<file path="src/rtl/memtest_reporter_if.sv">
// Bundle between the memory tester and its UART status reporter: the live
// counters plus an on-demand request in, the serial line and status out.
interface memtest_reporter_if;
  logic [31:0] passcount;
  logic [31:0] failcount;
  logic        report_req;
  logic        uart_txd;
  logic        busy;
  logic        fail_seen;
  logic [15:0] lines_sent;

  modport master (
    output passcount, failcount, report_req,
    input  uart_txd, busy, fail_seen, lines_sent
  );

  modport slave (
    input  passcount, failcount, report_req,
    output uart_txd, busy, fail_seen, lines_sent
  );
endinterface

</file>
<file path="src/rtl/memtest_reporter.sv">
// Sends "P:xxxxxxxx F:xxxxxxxx\r\n" over an 8N1 UART whenever the tester's
// pass/fail counters change or a report is requested.
module memtest_reporter #(
  parameter int CLK_DIV        = 434,
  parameter int STARTUP_REPORT = 1
) (
  input  logic              clk,
  input  logic              rst_n,
  memtest_reporter_if.slave bus
);

  typedef enum logic [2:0] {IDLE, LOAD, START, DATA, STOP, DONE} state_t;

  localparam logic [15:0] DIV_M1       = 16'(CLK_DIV - 1);
  localparam logic        STARTUP_PEND = (STARTUP_REPORT != 0);
  localparam logic [4:0]  LAST_BYTE    = 5'd22;

  state_t      state, state_nxt;
  logic        started, pending, trigger;
  logic [4:0]  idx;
  logic [2:0]  bit_idx;
  logic [15:0] div_cnt;
  logic [7:0]  shreg;
  logic [31:0] snap_pass, snap_fail, last_pass, last_fail;
  logic        fail_seen;
  logic [15:0] lines_sent;
  logic        txd, busy;
  logic        bit_end;

  function automatic logic [7:0] hex_char(input logic [3:0] n);
    return (n < 4'd10) ? (8'h30 + {4'h0, n}) : (8'h37 + {4'h0, n});
  endfunction

  function automatic logic [7:0] line_byte(input logic [4:0]  i,
                                           input logic [31:0] p,
                                           input logic [31:0] f);
    logic [4:0] sh;
    logic [7:0] b;
    sh = 5'd0;
    b  = 8'h0A;
    if (i == 5'd0)                      b = 8'h50;
    else if (i == 5'd1 || i == 5'd12)   b = 8'h3A;
    else if (i <= 5'd9) begin
      sh = (5'd9 - i) << 2;
      b  = hex_char(p[sh +: 4]);
    end
    else if (i == 5'd10)                b = 8'h20;
    else if (i == 5'd11)                b = 8'h46;
    else if (i <= 5'd20) begin
      sh = (5'd20 - i) << 2;
      b  = hex_char(f[sh +: 4]);
    end
    else if (i == 5'd21)                b = 8'h0D;
    return b;
  endfunction

  assign bit_end = (div_cnt == 16'd0);
  // The first clock after reset release only arms the startup request.
  assign trigger = started && ((bus.passcount != last_pass) ||
                               (bus.failcount != last_fail) ||
                               pending || bus.report_req);

  always_ff @(posedge clk or negedge rst_n) begin
    if (!rst_n) state <= IDLE;
    else        state <= state_nxt;
  end

  always_comb begin
    state_nxt = state;
    txd       = 1'b1;
    busy      = 1'b1;
    case (state)
      IDLE:  begin
        busy = 1'b0;
        if (trigger) state_nxt = LOAD;
      end
      LOAD:  state_nxt = START;
      START: begin
        txd = 1'b0;
        if (bit_end) state_nxt = DATA;
      end
      DATA:  begin
        txd = shreg[0];
        if (bit_end && bit_idx == 3'd7) state_nxt = STOP;
      end
      STOP:  if (bit_end) state_nxt = (idx < LAST_BYTE) ? LOAD : DONE;
      DONE:  state_nxt = IDLE;
      default: begin
        busy      = 1'b0;
        state_nxt = IDLE;
      end
    endcase
    if (idx > LAST_BYTE) state_nxt = IDLE;
  end

  always_ff @(posedge clk or negedge rst_n) begin
    if (!rst_n) begin
      started    <= 1'b0;
      pending    <= 1'b0;
      idx        <= 5'd0;
      bit_idx    <= 3'd0;
      div_cnt    <= 16'd0;
      shreg      <= 8'hFF;
      snap_pass  <= 32'd0;
      snap_fail  <= 32'd0;
      last_pass  <= 32'd0;
      last_fail  <= 32'd0;
      fail_seen  <= 1'b0;
      lines_sent <= 16'd0;
    end else begin
      if (!started) begin
        started <= 1'b1;
        pending <= STARTUP_PEND | bus.report_req;
      end else if (state == IDLE && trigger) begin
        pending <= 1'b0;
      end else if (bus.report_req) begin
        pending <= 1'b1;
      end

      case (state)
        IDLE: if (trigger) begin
          snap_pass <= bus.passcount;
          snap_fail <= bus.failcount;
          last_pass <= bus.passcount;
          last_fail <= bus.failcount;
          if (bus.failcount != 32'd0) fail_seen <= 1'b1;
        end
        LOAD: begin
          shreg   <= line_byte(idx, snap_pass, snap_fail);
          div_cnt <= DIV_M1;
        end
        START: begin
          if (bit_end) begin
            div_cnt <= DIV_M1;
            bit_idx <= 3'd0;
          end else begin
            div_cnt <= div_cnt - 16'd1;
          end
        end
        DATA: begin
          if (bit_end) begin
            div_cnt <= DIV_M1;
            shreg   <= {1'b1, shreg[7:1]};
            bit_idx <= bit_idx + 3'd1;
          end else begin
            div_cnt <= div_cnt - 16'd1;
          end
        end
        STOP: begin
          if (bit_end) begin
            div_cnt <= 16'd0;
            if (idx < LAST_BYTE) idx <= idx + 5'd1;
          end else begin
            div_cnt <= div_cnt - 16'd1;
          end
        end
        DONE: begin
          lines_sent <= lines_sent + 16'd1;
          idx        <= 5'd0;
        end
        default: idx <= 5'd0;
      endcase

      if (idx > LAST_BYTE) idx <= 5'd0;
    end
  end

  assign bus.uart_txd   = txd;
  assign bus.busy       = busy;
  assign bus.fail_seen  = fail_seen;
  assign bus.lines_sent = lines_sent;

endmodule
</file>
<file path="src/flat_wrapper.sv">
// flat-port wrapper written by rule: the top's interface ports become plain ports
module memtest_reporter_flat 
#(
  parameter int CLK_DIV        = 434,
  parameter int STARTUP_REPORT = 1
)
  (clk, rst_n, bus_passcount, bus_failcount, bus_report_req, bus_uart_txd, bus_busy, bus_fail_seen, bus_lines_sent);
  memtest_reporter_if bus_i ();
  input  logic clk;
  input  logic rst_n;
  input wire logic [$bits(bus_i.passcount)-1:0] bus_passcount;
  input wire logic [$bits(bus_i.failcount)-1:0] bus_failcount;
  input wire logic [$bits(bus_i.report_req)-1:0] bus_report_req;
  output wire logic [$bits(bus_i.uart_txd)-1:0] bus_uart_txd;
  output wire logic [$bits(bus_i.busy)-1:0] bus_busy;
  output wire logic [$bits(bus_i.fail_seen)-1:0] bus_fail_seen;
  output wire logic [$bits(bus_i.lines_sent)-1:0] bus_lines_sent;
  assign bus_i.passcount = bus_passcount;
  assign bus_i.failcount = bus_failcount;
  assign bus_i.report_req = bus_report_req;
  assign bus_uart_txd = bus_i.uart_txd;
  assign bus_busy = bus_i.busy;
  assign bus_fail_seen = bus_i.fail_seen;
  assign bus_lines_sent = bus_i.lines_sent;
  memtest_reporter #(.CLK_DIV(CLK_DIV), .STARTUP_REPORT(STARTUP_REPORT)) u_core (.clk(clk), .rst_n(rst_n), .bus(bus_i));
endmodule
</file>
<file path="config.mk">
export PLATFORM = sky130hd
export DESIGN_NAME = memtest_reporter_flat
export DESIGN_NICKNAME = d
export VERILOG_FILES = /design/src/rtl/memtest_reporter_if.sv /design/src/rtl/memtest_reporter.sv /design/src/flat_wrapper.sv
export SDC_FILE = /design/constraint.sdc
export NUM_CORES = 1
export LEC_CHECK = 0
export ABC_AREA = 0
export ABC_CLOCK_PERIOD_IN_PS = 3800
export BUFFER_PORTS_ARGS = -buffer_cell sky130_fd_sc_hd__buf_2
export CAP_MARGIN = 20
export CORE_MARGIN = 2
export CORE_UTILIZATION = 59
export CTS_CLUSTER_SIZE = 12
export DETAILED_ROUTE_END_ITERATION = 6
export PLACE_DENSITY = 0.91
export SLEW_MARGIN = 20
export SYNTH_ARGS = -nofsm -noshare
export SYNTH_HDL_FRONTEND = slang
export SYNTH_SLANG_ARGS = --single-unit
</file>
<file path="constraint.sdc">
create_clock -name clk -period 3.8 [get_ports clk]
set_input_delay 0.38 -clock clk [delete_from_list [all_inputs] [get_ports clk]]
set_output_delay 0.38 -clock clk [all_outputs]
set_load 0.02 [all_outputs]
</file>
==> impl_metrics.ini <==
[die]
start_util_pct = 60.6
die_height_um = 115
core_sq_um = 12000
pin_count = 86
dieArea_sq_um = 13200
dieWidth_um = 115
rows = 40

[timing]
worst_hold_slack_ns = 0.194
skew_ns = 0.0106
setup_slack_ns = 0.567
finalHoldViolCount = 0
rsz0062_at_grt = false
tightest_slew_ns = 0.925
fmax_mhz = 309
setup_viol = 0
setup_tns_ns = 0
fin_crit_ns = 3.23
min_period_over_period_pct = 85.1
finalMaxSlewViolations = 0
maxSlewHeadroom_pct = 38.1

[place]
dp_hpwl_mm = 13.4
gp_congestion = 0.964
place_area_sq_um = 7880
port-buffer-count = 85
dpl_worst_slack_ns = 0.676

[power_and_ir_drop]
power_frac_seq_pct = 41.5
p_sw_uw = 680
swShare_pct = 22.4
p_comb_share_pct = 4.4
peakVddDrop_mv = 0.350
p_leak_uw = 0.00389
power.density_cell_area_nw_per_um2 = 357
p_int_uw = 2350
pwr-share-clk_pct = 54.0

[drt]
drt-met1-wl_mm = 7.73
dr.first_iter.drc_count = 701
dr_wl_met2_mm = 8.55
routed_wl_mm = 19.2
antenna_left = 0
vias = 6279
routedWlPerCell_um = 20.2
dr_wl_met3_mm = 1.84
top_layer = met4
drc = 0
firstDrtPassIters = 5
vias_per_cell = 6.60

[global_route]
overflow = 0
grt_pass1_vias = 6010
grt_max_degree = 117
grt_pass1_wl_mm = 31.1
grt.total_usage_pct = 30.6
antenna_found_initial = 0

[critical_path]
worstSetupPathType = flop to flop
crit_fanout = 12
crit_arrival_ns = 3.60
rr_worst_depth = 8
required_ns = 4.17
endpoint_kind = flop
start_kind = flop

[worst_hold_path]
hold_path_class = primary input to flop
hold_depth = 2

[layout]
areaGrowthSynthToFinish_pct = 16.5
finish.utilization_pct = 70.6
fillCellCount = 825
drive_gt1_share_pct = 28.5
antenna_cells = 0
final_area_sq_um = 8490
fin_nets = 872

[flow_run]
maxCapViolations = 0

[clock_tree]
cts_buffers = 17
clockBufferDepth = 2
cts_tree = yes
clock_latency_ns = 0.43
clk_pin_slew_ns = 0.06
numClockSinks = 118
cts_resized = 0
htree_levels = 4
clockRootBuffer = clkbuf_16

[synthesis]
synth-seq-area-share_pct = 40.7
synth_seq_cells = 118
synthCells = 705
syn_area_sq_um = 7280
synth_edf_count = 0
syn_area_per_cell_sq_um = 10.3
synthArstFlopShare_pct = 100
ys_warn_count = 0
synth_nets = 786
synth_top_flop_cell = dfrtp_1
ys_types = 67

[outcome]
status = finished, final reports clean
==> through the flow <==
step | std cells | total power, uW
5_1_grt | 951 | 3110
2_1_floorplan | 705 | 1320
3_3_place_gp | 918 | 1410
6_report | 951 | 3030
4_1_cts | 951 | 3040
3_5_place_dp | 918 | 1410
==> cell usage after synthesis (17+ instances only) <==
cell type / n / area, sq um
dfrtp_1: 110 / 2750
mux2_2: 64 / 721
nand2_1: 50 / 188
xnor2_1: 50 / 438
nor2_1: 40 / 150
o21ai_0: 32 / 160
inv_1: 27 / 101
nor2b_1: 23 / 144
nand4_1: 21 / 131
nor4_1: 19 / 119
clkbuf_1: 17 / 63.8
nor3_1: 17 / 85.1
==> sequential cells by signal (all words and copies together) (netlist names) <==
register	cells
u_core.snap_pass	32
u_core.shreg	8
u_core.snap_fail	32
u_core.pending	1
u_core.bus.lines_sent	16
u_core.div_cnt	16
u_core.idx	5
u_core.bit_idx	3
u_core.state	3
u_core.bus.fail_seen	1
u_core.started	1
==> metal layers <==
| metal | vias up | track usage, % |
|---|---|---|
| met2 | 436 | 45.8 |
| met1 | 2962 | 40.5 |
| met3 | 104 | 8.22 |
| met5 | - | 0 |
| li1 | 2777 | - |
| met4 | 0 | 17.2 |
==> worst paths after layout <==
| path | start | to | slack (ns) |
|---|---|---|---|
| min in group asynchronous | rst_n | u_core.bus.lines_sent[15]$_DFFE_PN0N_ | 0.29 |
| max in group asynchronous | rst_n | u_core.snap_fail[19]$_DFFE_PN0P_ | 2.74 |
| setup / recovery | u_core.idx[0]$_DFFE_PN0P_ | u_core.shreg[4]$_DFFE_PN1P_ | 0.57 |
| setup reg to reg | u_core.idx[0]$_DFFE_PN0P_ | u_core.shreg[4]$_DFFE_PN1P_ | 0.57 |
| hold / removal | bus_passcount[0] | u_core.snap_pass[0]$_DFFE_PN0P_ | 0.19 |
| hold reg to reg | u_core.bus.lines_sent[15]$_DFFE_PN0N_ | u_core.bus.lines_sent[15]$_DFFE_PN0N_ | 0.46 |
==> worst max-delay path, cell delays in order (launching register included) <==
cell	delay, ns
dfrtp_1	0.36
inv_2	0.12
ha_1	0.62
mux4_2	0.57
mux2i_1	0.37
ha_1	0.26
o21ai_0	0.12
a2111oi_0	0.47
o221a_2	0.27
==> cell families after synthesis <==
kind of cell    synth area share [%]
other cells                   0.0515
xor+xnor                        7.08
buf+inv                         3.06
simple gates                    17.1
compound gates                  12.5
flops                           40.7
fa+ha+maj                       2.54
mux                             17.0
==> power groups by stage <==
| stage | clock network, uW | registers (uW) | logic (uW) |
|---|---|---|---|
| after floorplan | 0 | 1280 | 35.7 |
| after global placement | 0 | 1280 | 127 |
| after detailed placement | 0 | 1280 | 129 |
| after CTS | 1650 | 1260 | 134 |
| after global routing | 1710 | 1260 | 146 |
| final | 1640 | 1260 | 134 |
==> placed cells by master, fill, tap and decap left out, drive strengths merged, types with 4 or more instances in the layout <==
cell type  Yosys  final
a2111o         7      7
a21boi         6      6
a21o           6      6
a21oi         16     16
a221oi         4      4
a31oi          5      5
and3           6      6
buf           11     94
clkbuf        17     19
clkinv         0      5
clkinvlp       0      5
dfrtp        110    110
dfstp          8      8
ha            14     14
inv           28     28
mux2          69     69
mux2i         12     12
mux4          15     15
nand2         50     50
nand2b        15     15
nand3         10     10
nand4         21     21
nor2          40     40
nor2b         23     23
nor3          17     17
nor3b          7      7
nor4          19     19
o21a           5      5
o21ai         32     32
o221ai         4      4
o22ai          6      6
o311ai         4      4
o31ai          4      4
or2            7      7
or3            4      4
xnor2         50     50
xor2           8      8
==> timing repair <==
action	4_1_cts	5_1_grt
hold buffers	1	0
endpoints found under the hold margin	2	0
setup buffers	0	0
==> area by class of cell <==
| type | count | area, sq um | share of cell area (%) |
|---|---|---|---|
| Clock buffer | 19 | 443 | 5.22 |
| Clock inverter | 13 | 156 | 1.84 |
| Inverter | 28 | 105 | 1.24 |
| Multi-Input combinational cell | 531 | 4100 | 48.4 |
| Sequential cell | 118 | 2960 | 34.9 |
| Tap cell | 147 | 184 | 2.17 |
| Timing Repair Buffer | 95 | 531 | 6.25 |
No activity file was read; power rests on OpenSTA's default activity.
